===== src/rtl/sipo_pkg.sv =====
// ============================================================================
//  Module      : sipo_pkg
//  Description : Shared types and helpers for the SIPO deserializer.
//                Build option: SIPO_PARITY_EN appends an even-parity bit
//                to every frame.
//  Revision    : 1.0 - initial release
// ============================================================================
`default_nettype none

package sipo_pkg;

  // Receiver state: waiting for a frame start, or mid-word
  typedef enum logic [0:0] {
    IDLE = 1'b0,
    RECV = 1'b1
  } sipo_state_t;

  // Number of serial bits that make up one frame on the wire
  function automatic int frame_bits(input int width);
`ifdef SIPO_PARITY_EN
    return width + 1;
`else
    return width;
`endif
  endfunction

endpackage

`default_nettype wire


===== src/rtl/sipo_shift_reg.sv =====
// ============================================================================
//  Module      : sipo_shift_reg
//  Description : Left-shift register for the serial receiver. New bits
//                enter at bit 0; load_first restarts the register with the
//                incoming bit as the only valid bit (frame resync).
//  Revision    : 1.0 - initial release
// ============================================================================
`default_nettype none

module sipo_shift_reg
  import sipo_pkg::*;
#(
  parameter int BITS = 4
) (
  input  logic            clock,
  input  logic            reset,
  input  logic            shift,
  input  logic            load_first,
  input  logic            serial_in,
  output logic [BITS-1:0] q
);

  // Shift in one bit per strobe; a frame start discards any partial word
  always_ff @(posedge clock) begin
    if (reset) begin
      q <= '0;
    end else if (load_first) begin
      q <= {{(BITS-1){1'b0}}, serial_in};
    end else if (shift) begin
      q <= {q[BITS-2:0], serial_in};
    end
  end

endmodule

`default_nettype wire


===== src/rtl/sipo_deserializer.sv =====
// ============================================================================
//  Module      : sipo_deserializer
//  Description : Serial-in parallel-out receiver, MSB first. Assembles a
//                WIDTH-bit word per frame and presents it on a registered
//                valid/ready port with a sticky overrun flag.
//                Build option: SIPO_PARITY_EN adds a trailing even-parity
//                bit per frame and reports it on parity_err.
//  Revision    : 1.0 - initial release
// ============================================================================
`default_nettype none

module sipo_deserializer
  import sipo_pkg::*;
#(
  parameter int WIDTH = 4,
  parameter int CNT_W = $clog2(WIDTH + 2)
) (
  input  logic             clock,
  input  logic             reset,
  input  logic             serial_in,
  input  logic             shift_en,
  input  logic             frame,
  input  logic             out_ready,
  input  logic             overrun_clr,
  output logic [WIDTH-1:0] data_out,
  output logic             out_valid,
  output logic             busy,
  output logic             overrun,
  output logic             parity_err
);

  localparam int              FRAME_BITS = frame_bits(WIDTH);
  localparam logic [CNT_W-1:0] LAST_CNT  = CNT_W'(FRAME_BITS - 1);

  sipo_state_t           state;
  logic [CNT_W-1:0]      count;
  logic [FRAME_BITS-1:0] sr;
  logic [FRAME_BITS-1:0] assembled;
  logic [WIDTH-1:0]      word;
  logic                  start;
  logic                  advance;
  logic                  complete;
  logic                  load;
  logic                  drop;

  // A frame strobe always (re)starts a word; plain strobes only count mid-word
  assign start    = shift_en && frame;
  assign advance  = shift_en && !frame && (state == RECV);
  assign complete = advance && (count == LAST_CNT);

  // A finished word is taken unless an unconsumed word is still held
  assign load = complete && (!out_valid || out_ready);
  assign drop = complete && out_valid && !out_ready;

  // The completing bit is folded in here rather than waiting for the register
  assign assembled = {sr[FRAME_BITS-2:0], serial_in};

`ifdef SIPO_PARITY_EN
  assign word = assembled[FRAME_BITS-1:1];
`else
  assign word = assembled;
`endif

  assign busy = (state == RECV);

  sipo_shift_reg #(
    .BITS (FRAME_BITS)
  ) u_shift_reg (
    .clock      (clock),
    .reset      (reset),
    .shift      (advance),
    .load_first (start),
    .serial_in  (serial_in),
    .q          (sr)
  );

  // Frame state machine and bit counter
  always_ff @(posedge clock) begin
    if (reset) begin
      state <= IDLE;
      count <= '0;
    end else begin
      case (state)
        IDLE: begin
          if (start) begin
            state <= RECV;
            count <= CNT_W'(1);
          end
        end
        RECV: begin
          if (start) begin
            count <= CNT_W'(1);
          end else if (complete) begin
            state <= IDLE;
            count <= '0;
          end else if (advance) begin
            count <= count + CNT_W'(1);
          end
        end
        default: begin
          state <= IDLE;
          count <= '0;
        end
      endcase
    end
  end

  // Output word register, handshake and sticky overrun (set beats clear)
  always_ff @(posedge clock) begin
    if (reset) begin
      data_out  <= '0;
      out_valid <= 1'b0;
      overrun   <= 1'b0;
    end else begin
      if (load) begin
        data_out  <= word;
        out_valid <= 1'b1;
      end else if (out_valid && out_ready) begin
        out_valid <= 1'b0;
      end
      if (drop) begin
        overrun <= 1'b1;
      end else if (overrun_clr) begin
        overrun <= 1'b0;
      end
    end
  end

`ifdef SIPO_PARITY_EN
  // Parity status travels with the word under the same load/drop rules
  always_ff @(posedge clock) begin
    if (reset) begin
      parity_err <= 1'b0;
    end else if (load) begin
      parity_err <= ^assembled;
    end
  end
`else
  assign parity_err = 1'b0;
`endif

endmodule

`default_nettype wire


===== config.mk =====
export PLATFORM = sky130hd
export DESIGN_NAME = sipo_deserializer
export DESIGN_NICKNAME = d
export VERILOG_FILES = /design/src/rtl/sipo_pkg.sv /design/src/rtl/sipo_shift_reg.sv /design/src/rtl/sipo_deserializer.sv
export SDC_FILE = /design/constraint.sdc
export NUM_CORES = 1
export LEC_CHECK = 0
export CELL_PAD_IN_SITES_DETAIL_PLACEMENT = 0
export CELL_PAD_IN_SITES_GLOBAL_PLACEMENT = 1
export CORE_UTILIZATION = 39
export CTS_BUF_LIST = sky130_fd_sc_hd__clkbuf_4
export CTS_CLUSTER_DIAMETER = 40
export DETAILED_ROUTE_END_ITERATION = 10
export DONT_BUFFER_PORTS = 1
export PLACE_DENSITY_LB_ADDON = 0.1
export SKIP_LAST_GASP = 1
export SYNTH_ARGS = -nofsm -noshare
export SYNTH_HDL_FRONTEND = slang
export SYNTH_HIERARCHICAL = 1
export SYNTH_SLANG_ARGS = --single-unit

===== constraint.sdc =====
create_clock -name clock -period 2.85 [get_ports clock]
set_clock_uncertainty 0.1 [all_clocks]
set_input_delay 0.4275 -clock clock [delete_from_list [all_inputs] [get_ports clock]]
set_output_delay 0.4275 -clock clock [all_outputs]
set_load 0.02 [all_outputs]

### Word level (Yosys, flattened, before mapping)

Cells that the tools add are included.

* add/sub/neg operators: 1
* equal/unequal tests: 3
* muxes and demuxes: 15
* bitwise logic cells: 1
* reduce and logical (&&, ||, !) cells: 17

Operators with widths (number)
* $mux W3: 4
* $mux W1: 9
* $logic_and A1 B1 Y1: 8
* $pmux W3 S2: 1
* $reduce_bool A2 Y1: 3
* $ne A4 B1 Y1 const B: 1
* $add A3 B1 Y3 const B: 1
* $eq A3 B2 Y1 const B: 1
* $logic_not A1 Y1: 3
* $ne A2 B2 Y1 const B: 1
* $pmux W1 S2: 1
* $reduce_and A2 Y1: 1
* $reduce_or A2 Y1: 1
* $logic_or A1 B1 Y1: 1
* $not A1 Y1: 1

* register bits after elaboration: 13
* input bits: 7
* output and inout bits: 8
* word-level logic and storage cells: 44

### Logic depth before layout (Yosys ltp)

* depth in word-level cells: 7
* depth in mapped cells: 4
* gate-level depth less buffers: 4

### Cells and area by module

Netlist, hierarchy kept.

By module, submodules not included
* sipo_deserializer: instances 1, cells an instance 51, area each 460.4 sq um, sequential area each 200.2 sq um
* sipo_shift_reg: instances 1, cells an instance 13, area each 143.9 sq um, sequential area each 80.1 sq um

### Worst setup path before layout

Ideal clock, no wire load.

* path kind: register -> register
* from: register count[0]
* to: register data_out[0]
* arrival time: 1.245 ns
* setup slack: 1.433 ns
* stages on the path, launching flop included: 5
* buffers on the path: 0
* cell sequence: dfxtp_1 > ha_1 > or2b_4 > nor4_4 > mux2i_1

* longest elaborated chain between the ends: 3

Ends and longest elaborated chain
* start: declaration: RTL line sipo_deserializer.sv:36 `logic [CNT_W-1:0] count;`
* start signal: assignment: RTL line sipo_deserializer.sv:97 `count <= count + CNT_W'(1);`
* $eq A3 B2 Y1: RTL line sipo_deserializer.sv:49 `assign complete = advance && (count == LAST_CNT);`
* $logic_and A1 B1 Y1: RTL line sipo_deserializer.sv:49
* $logic_and A1 B1 Y1: RTL line sipo_deserializer.sv:52 `assign load = complete && (!out_valid || out_ready);`
* end signal: assignment: RTL line sipo_deserializer.sv:116 `data_out <= word;`
* end: declaration: RTL line sipo_deserializer.sv:25 `output logic [WIDTH-1:0] data_out,`

Every way passes these cells.
A chain may end at the register's enable or synchronous reset.

### Final worst setup path

Same ends and word-level chain as after synthesis.

==> results.sh <==
export IMPL_final_hold_violation_count=0
export IMPL_diodes=0
export IMPL_clock_sinks=13
export IMPL_utilization_pct=45.6
export IMPL_syn_nets=69
export IMPL_cp_required_ps=2960
export IMPL_rr_worst_depth=4
export IMPL_crit_arrival_ps=1650
export IMPL_seq_area_um2=260
export IMPL_post_cts_buffers=0
export IMPL_hold_slack_ps=111
export IMPL_power_density_nw_per_um2=521
export IMPL_post_dp_hpwl_um=760
export IMPL_final_max_slew_viol_count=0
export IMPL_grt_max_degree=11
export IMPL_reg2reg_from="count[0]"
export IMPL_numCtsBuffers=3
export IMPL_ant_nets=0
export IMPL_die_h_um=40.2
export IMPL_vias_per_cell=5.41
export IMPL_criticalPathCategory="reg2reg"
export IMPL_post_route_drc_count=0
export IMPL_cts_root_buffer="clkbuf_4"
export IMPL_hold_buffers=0
export IMPL_start_kind="flop"
export IMPL_setup_viol=0
export IMPL_rows=13
export IMPL_post_cts_resized=0
export IMPL_port_buffers=0
export IMPL_antenna_found_initial=0
export IMPL_rsz0062_at_grt="no"
export IMPL_whs_path_depth=1
export IMPL_synth_area_per_cell_um2=9.33
export IMPL_drtIter0Drc=3
export IMPL_clockBufferDepth=2
export IMPL_peakVddDrop_uv=290
export IMPL_clkLatencyLatePin_ps=270
export IMPL_power_leakage_nw=0.233
export IMPL_max_freq_mhz=649
export IMPL_outcome="complete, no violations"
export IMPL_ios=15
export IMPL_nFillCells=131
export IMPL_ff2ff_setup_slack_ps=1310
export IMPL_ys_warn_count=6
export IMPL_rr_endpoint="data_out[0]"
export IMPL_syn_inst=61
export IMPL_min_path_type="in2reg"
export IMPL_cts_max_level=1
export IMPL_grt_pass1_wl_um=1580
export IMPL_critPathCaptureType="flop"
export IMPL_routabilityCongestion=0.671
export IMPL_crit_end="data_out[0]"
export IMPL_cp_startpoint="count[0]"
export IMPL_start_util_pct=42.7
export IMPL_wl_per_cell_um=13.1
export IMPL_dr_pass1_iters=2
export IMPL_cts_tree="yes"
export IMPL_core_area_um2=1330
export IMPL_multiInputGateArea_um2=283
export IMPL_cp_max_fo=4
export IMPL_grt_pass1_vias=383
export IMPL_synthToLayoutAreaGrowth_pct=6.81
export IMPL_path_clk_slew_ps=80
export IMPL_fin_crit_sh_pct=54.1
export IMPL_die_w_um=40.2
export IMPL_drive_gt1_share_pct=12.5
export IMPL_wl_um=1040
export IMPL_grt_usage_pct=16.0
export IMPL_grt_overflow=0
export IMPL_period_minus_slack_ps=1540
export IMPL_cap_violations=0
export IMPL_fin_setup_tns_ps=0
export IMPL_nets=73
export IMPL_syn_area_um2=569
export IMPL_dieArea_um2=1620
export IMPL_vias=427
[flip-flops by register name (all words and copies together) (netlist names)]
signal	count
u_shift_reg/q	3
busy	1
data_out	4
overrun	1
out_valid	1
count	3
[stage by stage]
| step | setup slack (ps) | total power [mW] | cell area (um2) | instances |
|---|---|---|---|---|
| 3_5_place_dp | 1310 | 0.210 | 581 | 75 |
| 3_3_place_gp | 1330 | 0.210 | 581 | 75 |
| 6_report | 1310 | 0.317 | 608 | 79 |
| 5_1_grt | 1170 | 0.337 | 608 | 79 |
| 2_1_floorplan | 1430 | 0.207 | 569 | 61 |
| 4_1_cts | 1300 | 0.325 | 608 | 79 |
[placed cells by master, fill, tap and decap left out]
master and count:
a21oi_1 4, a31oi_1 1, a32oi_1 2, and3b_2 1
clkbuf_4 3, clkinv_1 1, clkinv_2 1, conb_1 1
dfxtp_1 13, ha_1 1, inv_1 4, mux2i_1 6
nand2_1 9, nand2_2 1, nand3_1 1, nor2_1 3
nor2b_1 2, nor3_1 2, nor4_4 1, o211a_1 1
o21ai_0 3, o31ai_1 1, or2b_4 1, or3b_1 1
[cell type report]
class,instances,area share [%]
Inverter,5,3.09
Tap cell,15,3.09
Multi-Input combinational cell,42,46.5
Clock inverter,1,0.823
Clock buffer,3,3.70
Sequential cell,13,42.8
[where the power goes]
group | switching [mW] | total (mW) | leakage [nW] | internal, mW
clock network | 0.0592 | 0.111 | 0.0177 | 0.0520
registers | 0.00465 | 0.189 | 0.105 | 0.185
logic | 0.0101 | 0.0160 | 0.110 | 0.00585
total | 0.0740 | 0.317 | 0.233 | 0.243
[critical path, stage by stage (launching register included)]
cell     delay, ps
dfxtp_1        360
ha_1           190
or2b_4         300
nor4_4         310
mux2i_1        220
[worst min path at each step]
stage	from	to
after floorplan	u_shift_reg/q[2]	data_out[3]
after detailed placement	u_shift_reg/q[2]	data_out[3]
after CTS	reset	count[1]
after global placement	count[2]	count[2]
final	reset	count[1]
after global routing	reset	count[1]
[routing by layer]
metal  vias up  wire length [um]  GRT usage, %
met5         -                 0             0
met4         0                 0          7.50
met3         0                76          11.1
met2        16               507          23.8
met1       194               452          17.1
li1        217                 -             -
Note: power is estimated with default switching activity, not from simulation.
